File: config.mk
export PLATFORM = sky130hd
export DESIGN_NAME = io_port
export DESIGN_NICKNAME = d
export VERILOG_FILES = /design/src/rtl/io_port.sv
export SDC_FILE = /design/constraint.sdc
export NUM_CORES = 1
export LEC_CHECK = 0
export CAP_MARGIN = 20
export CORE_MARGIN = 5
export CORE_UTILIZATION = 50
export CTS_CLUSTER_SIZE = 24
export DETAILED_ROUTE_END_ITERATION = 10
export GPL_ROUTABILITY_DRIVEN = 0
export PLACE_DENSITY = 0.78
export SLEW_MARGIN = 20
export SYNTH_ARGS = -nofsm -noshare
export SYNTH_HDL_FRONTEND = slang
export SYNTH_SLANG_ARGS = --single-unit
File: constraint.sdc
create_clock -name clk -period 2.6 [get_ports clk]
set_clock_uncertainty 0.1 [all_clocks]
set_input_delay 0.65 -clock clk [delete_from_list [all_inputs] [get_ports clk]]
set_output_delay 0.65 -clock clk [all_outputs]
set_load 0.01 [all_outputs]
File: src/rtl/io_port.sv
// io_port: processor-facing INPR/OUTR port with a device-side input FIFO,
// a two-state output serialiser, sticky error flags and a registered IRQ.
module io_port #(
  parameter int DATA_W   = 18,
  parameter int IN_DEPTH = 4
) (
  input  logic              clk,
  input  logic              rst,
  // processor side
  input  logic              inpr_read,
  output logic [DATA_W-1:0] inpr_data,
  input  logic              outr_write,
  input  logic [DATA_W-1:0] outr_data,
  output logic              flg_i,
  output logic              flg_o,
  input  logic              glob_ie,
  input  logic              en_i,
  input  logic              en_o,
  output logic              irq,
  // device side
  input  logic              dev_in_valid,
  input  logic [DATA_W-1:0] dev_in_data,
  output logic              dev_in_ready,
  output logic              dev_out_valid,
  output logic [DATA_W-1:0] dev_out_data,
  input  logic              dev_out_ready,
  // sticky errors
  output logic              ovr_err,
  output logic              udr_err
);

  localparam int PTR_W = $clog2(IN_DEPTH);
  localparam int CNT_W = PTR_W + 1;

  typedef enum logic {
    O_IDLE = 1'b0,
    O_SEND = 1'b1
  } out_state_t;

  logic [DATA_W-1:0] mem [IN_DEPTH];
  logic [PTR_W-1:0]  wr_ptr;
  logic [PTR_W-1:0]  rd_ptr;
  logic [CNT_W-1:0]  count;
  logic              push;
  logic              pop;

  out_state_t        state;
  logic [DATA_W-1:0] outr;

  // Flags and handshakes decode directly from registered state, so a
  // pop while full frees a slot only from the following cycle.
  assign flg_i         = (count != '0);
  assign dev_in_ready  = (count != CNT_W'(IN_DEPTH));
  assign push          = dev_in_valid & dev_in_ready;
  assign pop           = inpr_read & flg_i;
  assign inpr_data     = flg_i ? mem[rd_ptr] : '0;

  assign flg_o         = (state == O_IDLE);
  assign dev_out_valid = (state == O_SEND);
  assign dev_out_data  = outr;

  // FIFO storage: data only, validity is tracked by count and pointers.
  // NOTE: the storage array has no reset; entries are never observed
  // before being written because inpr_data is forced to 0 when empty.
  always_ff @(posedge clk) begin
    if (push) begin
      mem[wr_ptr] <= dev_in_data;
    end
  end

  // FIFO pointers and occupancy; simultaneous push and pop keep the count.
  // NOTE: all sequential state uses non-blocking assignment so every
  // register sees pre-edge values regardless of statement order.
  always_ff @(posedge clk or negedge rst) begin
    if (!rst) begin
      wr_ptr <= '0;
      rd_ptr <= '0;
      count  <= '0;
    end else begin
      if (push) wr_ptr <= wr_ptr + 1'b1;
      if (pop)  rd_ptr <= rd_ptr + 1'b1;
      case ({push, pop})
        2'b10:   count <= count + 1'b1;
        2'b01:   count <= count - 1'b1;
        default: count <= count;
      endcase
    end
  end

  // Output serialiser: latch a word in idle, hold it until the device takes it.
  always_ff @(posedge clk or negedge rst) begin
    if (!rst) begin
      state <= O_IDLE;
      outr  <= '0;
    end else begin
      case (state)
        O_IDLE: begin
          if (outr_write) begin
            outr  <= outr_data;
            state <= O_SEND;
          end
        end
        O_SEND: begin
          if (dev_out_ready) begin
            state <= O_IDLE;
          end
        end
        default: state <= O_IDLE;
      endcase
    end
  end

  // Sticky protocol errors: write while OUTR is full, read while INPR is empty.
  always_ff @(posedge clk or negedge rst) begin
    if (!rst) begin
      ovr_err <= 1'b0;
      udr_err <= 1'b0;
    end else begin
      if (outr_write && state == O_SEND) ovr_err <= 1'b1;
      if (inpr_read && !flg_i)           udr_err <= 1'b1;
    end
  end

  // Gated interrupt request, registered from the current-cycle flags.
  always_ff @(posedge clk or negedge rst) begin
    if (!rst) begin
      irq <= 1'b0;
    end else begin
      irq <= glob_ie & ((en_i & flg_i) | (en_o & flg_o));
    end
  end

endmodule
* Word-level counts from Yosys, hierarchy flattened
Memories as Yosys holds them, arrays and structs flattened. Cells that the tools add are included.
Cells by class: equal/unequal tests 3, reduce and logical (&&, ||, !) cells 6, $mul 0, shift operators 0, div/mod/pow operators 0, bitwise operators 7, add/subtract/negate cells 4, magnitude comparators 0, multiplexer cells 7
Operator list (count):
- $mux 18 | 1
- $pmux 3 s2 | 1
- $and 1x1->1 | 5
- $add 2x1->2 const B | 2
- $mux 1 | 4
- $add 3x1->3 const B | 1
- $ne 3x3->1 const B | 1
- $reduce_bool 3->1 | 1
- $sub 3x1->3 const B | 1
- $eq 2x1->1 const B | 1
- $eq 2x2->1 const B | 1
- $logic_and 1x1->1 | 2
- $pmux 1 s2 | 1
- $reduce_and 2->1 | 1
- $reduce_bool 2->1 | 1
- $logic_not 1->1 | 1
- $not 1->1 | 1
- $or 1x1->1 | 1
Word-level totals: bits in read-only memories 0, logic and storage cells 36, latch bits 0, memories 1, input port bits 45, register bits 29, bits in writable memories 72
Memories:
- mem | depth 4, bits a word 18, rd ports 1, clocked after memory_dff 0, wr ports 1, RTL line 40 | logic [DATA_W-1:0] mem [IN_DEPTH];

* Longest topological paths before layout
Gate-level depths: netlist of run 1.
word-level depth 4, mapped depth 9, gate-level depth less buffers 9

* Worst setup path after synthesis of run 1
No wires, ideal clock.
path kind register -> register, from register count[0], to register count[2], period minus slack after synthesis 2.191 ns, arrival time 2.012 ns, required time 2.421 ns, cell stages (with the launch flop) 10, path slack 0.409 ns, path buffers 0, path through dfrtp_1 -> or3b_4 -> and2_4 -> inv_1 -> ha_1 -> inv_1 -> fa_1 -> xor2_1 -> nor2_1 -> xor2_1
Between the ends: word-level cells in the longest chain between the ends 4
Ends and longest elaborated chain:
- from (decl) | RTL line 43 | logic [CNT_W-1:0] count;
- from (signal assigned) | RTL line 83 | 2'b10: count <= count + 1'b1;
- from (signal assigned) | RTL line 84 | 2'b01: count <= count - 1'b1;
- from (signal assigned) | RTL line 85 | default: count <= count;
- $ne 3x3->1 (*) | RTL line 53 | assign dev_in_ready = (count != CNT_W'(IN_DEPTH));
- via dev_in_ready | RTL line 23 | output logic dev_in_ready,
- $and 1x1->1 (*) | RTL line 54 | assign push = dev_in_valid & dev_in_ready;
- $eq 2x1->1 or $eq 2x2->1 (tied branches) | RTL line 82 | case ({push, pop})
- $pmux 3 s2 or $reduce_bool 2->1 (tied branches)
Mark *: on every way through the listed nets, which the timed path passes. The rest lies on a longest branch. A chain may end at the register's enable or synchronous reset.

* Worst setup path in the final report of run 1
from register rd_ptr[0], to output inpr_data[5]
Between the ends: word-level cells in the longest chain between the ends 2
Ends and longest elaborated chain:
- from (decl) | RTL line 42 | logic [PTR_W-1:0] rd_ptr;
- from (signal assigned) | RTL line 81 | if (pop) rd_ptr <= rd_ptr + 1'b1;
- $mem_v2 4x18
- $mux 18 | RTL line 56 | assign inpr_data = flg_i ? mem[rd_ptr] : '0;
- to (decl) | RTL line 11 | output logic [DATA_W-1:0] inpr_data,
Every way passes these cells.

==> out/metrics.yaml, run 1 <==
clock_tree.root_cell: "clkbuf_8"
vias: 2112
synthesis.area_um2: 3960
dieHeight_um: 98.9
antenna_cells: 0
insertion_delay_ns: 0.34
drt_iter0_markers: 66
grt_remaining_overflow: 0
drc: 0
drv_cap: 0
grt_pass1_wl_mm: 11.9
cpLargestDelayFamily: "multiplexers"
num_io_pins: 88
first_pass_iters: 4
yosys.cell_types.count: 25
ant_nets: 0
grt_pass1_vias: 2357
num_rows: 32
fp.dieW_um: 98.9
cts_sinks: 101
syn-num-nets: 252
max-vdd-ir-drop_uv: 503
syn_avg_cell_area_um2: 19.7
layout.nets: 358
path_cells: "buf_12, buf_8, mux4_2, and2_4, buf_2"
synthCells: 201
yosys.area.top_type: "edfxtp_1"
numCtsBuffers: 9
rsz0062_at_grt: "yes"
port_buffers: 87
dpl-instance-area_um2: 4990
timing.fmax_mhz: 391
setup_viol: 0
slew_headroom_pct: 66.3
worstSetupPathType: "flip-flop to output port"
crit_slowest_cell: "mux4_2"
fin_area_um2: 5290
arrival_ns: 1.81
tritoncts: "yes"
ys_seq_elements: 101
slew_viol_final: 0
hold_path.class: "flip-flop to flip-flop"
wl_per_cell_um: 17.8
grt_max_degree: 30
worst_pin_slew_ns: 0.506
critPathCaptureType: "output port"
p_leak_nw: 1.99
outcome: "finished, final reports clean"
critPathLaunchType: "flip-flop"
hold_violations: 0
wl_mm: 7.38
area_delta_synth_final_pct: 33.8
hpwl_mm: 5.01
power.density_nw_per_um2: 1050
path_max_fanout: 4
ys_seq_area_share_pct: 73.0
synthTopCellsByArea: "edfxtp_1 55%, dfrtp_1 18%, mux4_2 10%"
min_period_ns: 2.56
max_stage_delay_ns: 0.50
finalSetupTns_ns: 0
yosysWarnings: 0
drive_gt1_share_pct: 33.7
viasPerCell: 5.10
h-tree-depth: 3
worst-path-buf-inv: 3
die_area_um2: 9790
ctsLongestPathBuffers: 2
yosys.area.top_type_share_pct: 54.7
cts.clk_slew.worst_paths_ns: 0.09
initial_utilization_pct: 51.2
core-area_um2: 7730
min_period_over_period_pct: 98.4
antenna_found_initial: 0
worstPathRequired_ns: 1.85
grt_util_all_layers_pct: 16.0
## cells by family after synthesis
logic type	synth area share (%)
fa+ha+maj	2.09
simple gates	5.00
xor+xnor	1.33
buf+inv	1.80
flops	73.0
compound gates	0.759
mux	16.0
## timing repair
action	CTS	global route
gates resized for setup	72	22
hold buffers	0	0
endpoints found under the setup margin	19	17
setup buffers	7	0
pin swaps	1	0
## cells in the mapped netlist, drive strengths merged
cell type,count
edfxtp,72
dfrtp,29
and2,20
mux2,19
mux4,18
inv,8
buf,7
ha,5
and3,4
xnor2,3
xor2,3
nor2b,2
o21bai,2
a21o,1
a22oi,1
clkbuf,1
fa,1
mux2i,1
nand3,1
nor2,1
or3,1
or3b,1
## path summary, 6_finish.rpt
| path | startpoint | cells past startpoint | slack, ns | to |
|---|---|---|---|---|
| min in group asynchronous | rst | 2 | 0.58 | rd_ptr[1]$_DFFE_PN0P_ |
| worst min-delay path | ovr_err$_DFFE_PN0P_ | 1 | 0.37 | ovr_err$_DFFE_PN0P_ |
| worst max-delay path | rd_ptr[0]$_DFFE_PN0P_ | 5 | 0.04 | inpr_data[5] |
| max in group asynchronous | rst | 2 | 1.51 | rd_ptr[0]$_DFFE_PN0P_ |
| worst max register to register | count[0]$_DFFE_PN0P_ | 10 | 0.15 | count[2]$_DFFE_PN0P_ |
| worst min register to register | ovr_err$_DFFE_PN0P_ | 1 | 0.37 | ovr_err$_DFFE_PN0P_ |
## layout make-up
type,instances,area [um2]
Fill cell,511,2430
Inverter,8,30.0
Tap cell,102,128
Clock buffer,9,124
Sequential cell,101,2890
Multi-Input combinational cell,84,1020
Clock inverter,7,96.3
Timing Repair Buffer,103,1000
## routing by layer
layer | routed length [um] | GRT usage [%] | part of all wire [%] | vias to the layer above
met5 | 0 | 0 | 0 | -
met4 | 71 | 5.88 | 0.96 | 0
met3 | 610 | 5.66 | 8.3 | 7
met2 | 3840 | 27.8 | 52 | 74
met1 | 2850 | 18.3 | 39 | 1058
li1 | - | - | - | 973
## through the flow
stage / util, % / hold WS, ns / instances / setup slack (ns) / power [mW]
after floorplan: - / 0.254 / 201 / 0.409 / 3.41
after global placement: 64.6 / 0.338 / 391 / 0.0523 / 4.36
after detailed placement: 64.6 / 0.355 / 391 / 0.00692 / 4.43
after CTS: 67.7 / 0.374 / 414 / 0.00138 / 5.47
after global routing: 68.5 / 0.397 / 414 / -0.0214 / 5.90
final: 68.5 / 0.367 / 414 / 0.0423 / 5.58
## flip-flops by register name, indices dropped and copies added (netlist names)
signal         count
mem               72
wr_ptr             2
irq                1
dev_out_valid      1
count              3
ovr_err            1
dev_out_data      18
udr_err            1
rd_ptr             2
## layout by cell type (no fill, tap or decap), drive strengths merged, types with 2 or more instances in the layout
cell type	n
dfrtp	29
clkbuf	12
xor2	3
inv	10
clkdlybuf4s50	68
o21bai	2
buf	31
and2	20
nor2b	2
and3	4
bufinv	2
clkinv	3
mux2	19
ha	5
xnor2	3
edfxtp	72
mux4	18
## power by group
part | total, mW | internal (mW) | switching, mW
Clock | 1.07 | 0.547 | 0.520
Combinational | 2.27 | 1.34 | 0.931
Sequential | 2.25 | 2.11 | 0.134
Total | 5.58 | 4.00 | 1.58
## worst register-to-register path, delay by kind of cell, from the launching register on
kind	cells	cell delay [ns]
AND/OR/NAND/NOR	3	0.74
adder cells (fa/ha/maj)	2	0.56
flip-flops	1	0.38
XOR/XNOR	2	0.32
buffers and inverters	3	0.28
Power figures use the tool's default switching activity.
==> run 2, diff against run 1 <==
Settings changed: CORE_ASPECT_RATIO set to 1.2, SETUP_SLACK_MARGIN set to 0.3.
==> run 2 against run 1 <==
  * Setup slack improved by 0.014 ns
  * Sequential share of layout area decreased by 0.69 points
  * Maximum frequency increased by 0.53%
  * Routed wire length increased by 5.4%
  * Count of clock-buffer cells in the layout increased by 1
  * Critical endpoint unchanged
  * Combinational power increased by 9.7%
  * Via count decreased by 0.24%
  * First-iteration DRC count decreased by 23%
  * Sequential cell count unchanged
  * Critical path depth unchanged
==> out/metrics.yaml, run 2 (synthesized netlist as in run 1, its figures left out) <==
cpMostUsedCell: "buf_6"
met2_length_mm: 3.99
critPathLaunchType: "flip-flop"
numCtsBuffers: 9
cts_sinks: 101
ant_nets: 0
cts.clk_slew.worst_paths_ns: 0.09
top_layer_used: "met4"
drc: 0
layout_commonest_cell: "edfxtp_1"
fp.dieW_um: 91.2
die_area_um2: 9800
layout.nets: 366
register_area_um2: 2890
hold_violations: 0
hold_path.class: "flip-flop to flip-flop"
viasPerCell: 5.11
clock_tree.root_cell: "clkbuf_8"
area_delta_synth_final_pct: 35.6
vias: 2107
p_leak_nw: 2.01
hpwl_mm: 4.74
power.density_nw_per_um2: 1050
rsz0062_at_grt: "yes"
grt_util_all_layers_pct: 16.7
first_pass_iters: 4
h-tree-depth: 3
grt_pass1_wl_mm: 12.4
crit_slowest_cell: "mux4_2"
dr_wl_met3_um: 666
arrival_ns: 1.79
wl_per_cell_um: 18.9
timing.fmax_mhz: 393
num_io_pins: 88
fill_cells: 500
initial_utilization_pct: 51.3
min_period_over_period_pct: 97.9
min_period_ns: 2.54
crit_cells: 5
worst_pin_slew_ns: 0.493
max_stage_delay_ns: 0.50
top_register: "mem"
dieHeight_um: 107
drt_iter0_markers: 51
antenna_cells: 0
wl_mm: 7.78
worstPathRequired_ns: 1.85
core-area_um2: 7710
whs_path_depth: 1
multi_input_area_um2: 1050
setup_viol: 0
slew_viol_final: 0
met1_length_mm: 3.05
grt_max_degree: 30
finalSetupTns_ns: 0
grt_pass1_vias: 2345
ctsLongestPathBuffers: 2
worst-path-buf-inv: 3
outcome: "finished, final reports clean"
final_cell_mix: "72 x edfxtp_1, 67 x clkdlybuf4s50_1, 27 x dfrtp_1, 18 x mux4_2, 18 x mux2_2"
critPathCaptureType: "output port"
worstSetupPathType: "flip-flop to output port"
largest_reg_flops: 72
max-vdd-ir-drop_uv: 673
path_cells: "buf_6, buf_16, mux4_2, and2_4, buf_6"
port_buffers: 87
reg2regPathDepth: 10
drv_cap: 0
dp_slack_ns: 0.0190
cpLargestDelayFamily: "multiplexers"
insertion_delay_ns: 0.35
drive_gt1_share_pct: 36.6
num_rows: 35
grt_remaining_overflow: 0
antenna_found_initial: 0
path_max_fanout: 5
slew_headroom_pct: 67.1
tritoncts: "yes"
fin_ws_ns: 0.0558
[run 2: final timing paths]
| kind | startpoint | end | slack [ns] |
|---|---|---|---|
| hold reg to reg | ovr_err$_DFFE_PN0P_ | ovr_err$_DFFE_PN0P_ | 0.38 |
| min in group asynchronous | rst | dev_out_data[15]$_DFFE_PN0P_ | 0.57 |
| hold / removal | ovr_err$_DFFE_PN0P_ | ovr_err$_DFFE_PN0P_ | 0.38 |
| max in group asynchronous | rst | count[2]$_DFFE_PN0P_ | 1.53 |
| setup / recovery | rd_ptr[0]$_DFFE_PN0P_ | inpr_data[5] | 0.06 |
| setup reg to reg | count[0]$_DFFE_PN0P_ | count[2]$_DFFE_PN0P_ | 0.36 |
[run 2: cell type report]
type | count | area share, %
inverters | 8 | 0.607
multi-input cells | 85 | 19.6
well taps | 92 | 2.15
flip-flops and latches | 101 | 53.9
repair buffers | 110 | 20.7
clock buffers | 10 | 2.38
clock inverters | 6 | 0.723
[run 2: what timing repair did]
action                                  4_1_cts  5_1_grt
cloned                                        4        0
resized for setup                            96       22
buffers inserted                             10        2
pin swaps                                     9       18
endpoints found under the setup margin       22       21
hold buffers                                  0        0
[run 2: stage by stage]
| stage | hold WS [ns] | instance area [um2] | instances | utilization, % | total power, mW |
|---|---|---|---|---|---|
| 2_1_floorplan | 0.254 | 3960 | 201 | - | 3.41 |
| 5_1_grt | 0.428 | 5360 | 412 | 69.6 | 5.93 |
| 6_report | 0.382 | 5360 | 412 | 69.6 | 5.61 |
| 3_5_place_dp | 0.355 | 4980 | 380 | 64.7 | 4.43 |
| 3_3_place_gp | 0.342 | 4980 | 380 | 64.7 | 4.38 |
| 4_1_cts | 0.379 | 5260 | 410 | 68.3 | 5.44 |
[run 2: metal layers]
layer	global-route usage (%)	vias to the layer above
met5	0	-
met4	4.72	0
met3	7.27	5
met2	29.0	75
met1	18.6	1038
li1	-	989
[run 2: report_power, final]
part,total [mW],switching (mW),internal (mW)
sequential,2.26,0.147,2.11
clock,0.856,0.509,0.347
combinational,2.49,0.998,1.50
total,5.61,1.65,3.96
==> run 3, diff against run 2 <==
Settings changed: CORE_ASPECT_RATIO 1.2 to unset.
==> run 3 against run 2 <==
  * Core utilization up 1.0 points
  * Routed wire length up 2.5%
  * Via count up 3.7%
  * Sequential power about the same
  * Critical path type unchanged
==> out/metrics.yaml, run 3 (synthesized netlist as in run 1, its figures left out) <==
outcome: "finished, final reports clean"
hpwl_mm: 5.01
postLayoutCoreUtil_pct: 70.6
power.density_nw_per_um2: 1080
worstSetupPathType: "flip-flop to output port"
drv_cap: 0
numCtsBuffers: 9
cts_sinks: 101
antenna_found_initial: 0
num_io_pins: 88
rsz0062_at_grt: "yes"
hold_end: "ovr_err$_DFFE_PN0P_"
path_cells: "buf_8, buf_12, mux4_2, and2_4, buf_6"
ant_nets: 0
timing.rr.end: "count[2]$_DFFE_PN0P_"
tritoncts: "yes"
antenna_cells: 0
grt_pass1_wl_mm: 12.1
hp-start: "ovr_err$_DFFE_PN0P_"
layout_commonest_cell: "edfxtp_1"
viasPerCell: 5.15
grt_remaining_overflow: 0
insertion_delay_ns: 0.35
grt_util_all_layers_pct: 16.2
hold_violations: 0
first_pass_iters: 4
clock_tree.root_cell: "clkbuf_8"
max_stage_delay_ns: 0.49
h-tree-depth: 3
max-vdd-ir-drop_uv: 510
hold_path.class: "flip-flop to flip-flop"
reg2regPathDepth: 10
setup_viol: 0
timing.fmax_mhz: 392
min_period_over_period_pct: 98.2
final_cell_mix: "72 x edfxtp_1, 67 x clkdlybuf4s50_1, 27 x dfrtp_1, 19 x buf_6"
whs_path_depth: 1
largest_reg_flops: 72
vias: 2184
crit_cells: 5
fin_hold_ws_ns: 0.367
dieHeight_um: 98.9
instances_no_fill: 424
worst-path-buf-inv: 3
fp.dieW_um: 98.9
r2r_slack_ns: 0.27
worst_pin_slew_ns: 0.508
arrival_ns: 1.80
ctsLongestPathBuffers: 2
min_period_ns: 2.55
cts.clk_slew.worst_paths_ns: 0.09
p_leak_nw: 2.05
cpLargestDelayFamily: "multiplexers"
port_buffers: 87
cts-hold-fix-buffers: 0
die_area_um2: 9790
initial_utilization_pct: 51.2
crit_slowest_cell: "mux4_2"
drc: 0
area_delta_synth_final_pct: 38.0
critPathCaptureType: "output port"
slew_headroom_pct: 66.2
num_rows: 32
drt_iter0_markers: 83
wl_mm: 7.98
finalSetupTns_ns: 0
drive_gt1_share_pct: 38.2
worstPathRequired_ns: 1.85
path_max_fanout: 4
r2r-start: "count[0]$_DFFE_PN0P_"
top_register: "mem"
core-area_um2: 7730
wl_per_cell_um: 18.8
grt_max_degree: 30
layout.nets: 368
place_inst: 391
critPathLaunchType: "flip-flop"
slew_viol_final: 0
grt_pass1_vias: 2388
[run 3: cell count changes in the layout (fill, tap and decap cells not counted), sizes merged]
cell	previous run	this run
bufinv	0	2
clkinv	4	3
clkbuf	10	9
dlymetal6s2s	0	1
clkinvlp	1	0
inv	9	10
or3	2	3
[run 3: worst reg2reg max path, cell delays in order, from the launching register on]
cell     delay [ns]
dfrtp_1        0.45
buf_6          0.15
or3b_4         0.38
and2_4         0.16
inv_4          0.06
ha_4           0.13
inv_2          0.04
fa_2           0.33
xor2_1         0.15
nor2_1         0.13
xor2_1         0.17
[run 3: worst max-delay path by stage]
| stage | startpoint | to |
|---|---|---|
| 6_report | rd_ptr[0]$_DFFE_PN0P_ | inpr_data[14] |
| 3_3_place_gp | dev_in_valid | count[2]$_DFFE_PN0P_ |
| 2_1_floorplan | count[0]$_DFFE_PN0P_ | count[2]$_DFFE_PN0P_ |
| 4_1_cts | rd_ptr[0]$_DFFE_PN0P_ | inpr_data[1] |
| 3_5_place_dp | dev_in_valid | count[2]$_DFFE_PN0P_ |
| 5_1_grt | rd_ptr[0]$_DFFE_PN0P_ | inpr_data[14] |
[run 3: cell type report]
type                    instances  area, um2
clock buffers                   9        124
clock inverters                 7       96.3
fillers                       481       2270
inverters                       8       32.5
multi-input cells              86       1060
flip-flops and latches        101       2890
well taps                     102        128
repair buffers                111       1120
[run 3: metal layers]
layer  vias to the layer above  routed length, um  GRT usage, %  part of all wire [%]
met5                         -                  0             0                     0
met4                         0                 68          5.88                  0.85
met3                         9                538          5.73                   6.7
met2                        68               4270          28.2                    54
met1                      1111               3100          18.4                    39
li1                        996                  -             -                     -
[run 3: power breakdown]
group	switching, mW	leakage, nW	internal (mW)	total (mW)
registers	0.159	0.992	2.11	2.27
logic	1.01	0.945	1.55	2.56
clock network	0.525	0.114	0.547	1.07
[run 3: metrics by stage]
step / setup slack (ns) / total power [mW] / cell area [um2]
floorplan: 0.409 / 3.41 / 3960
finish: 0.0459 / 5.91 / 5460
CTS: 0.0176 / 5.57 / 5290
global placement: 0.0523 / 4.36 / 4990
global route: -0.0247 / 6.22 / 5460
detailed placement: 0.00692 / 4.43 / 4990
[run 3: repair_timing]
action,CTS,global route
resized for setup,94,32
pin swaps,9,8
buffers inserted,11,4
gates cloned,0,2
endpoints found under the setup margin,22,21
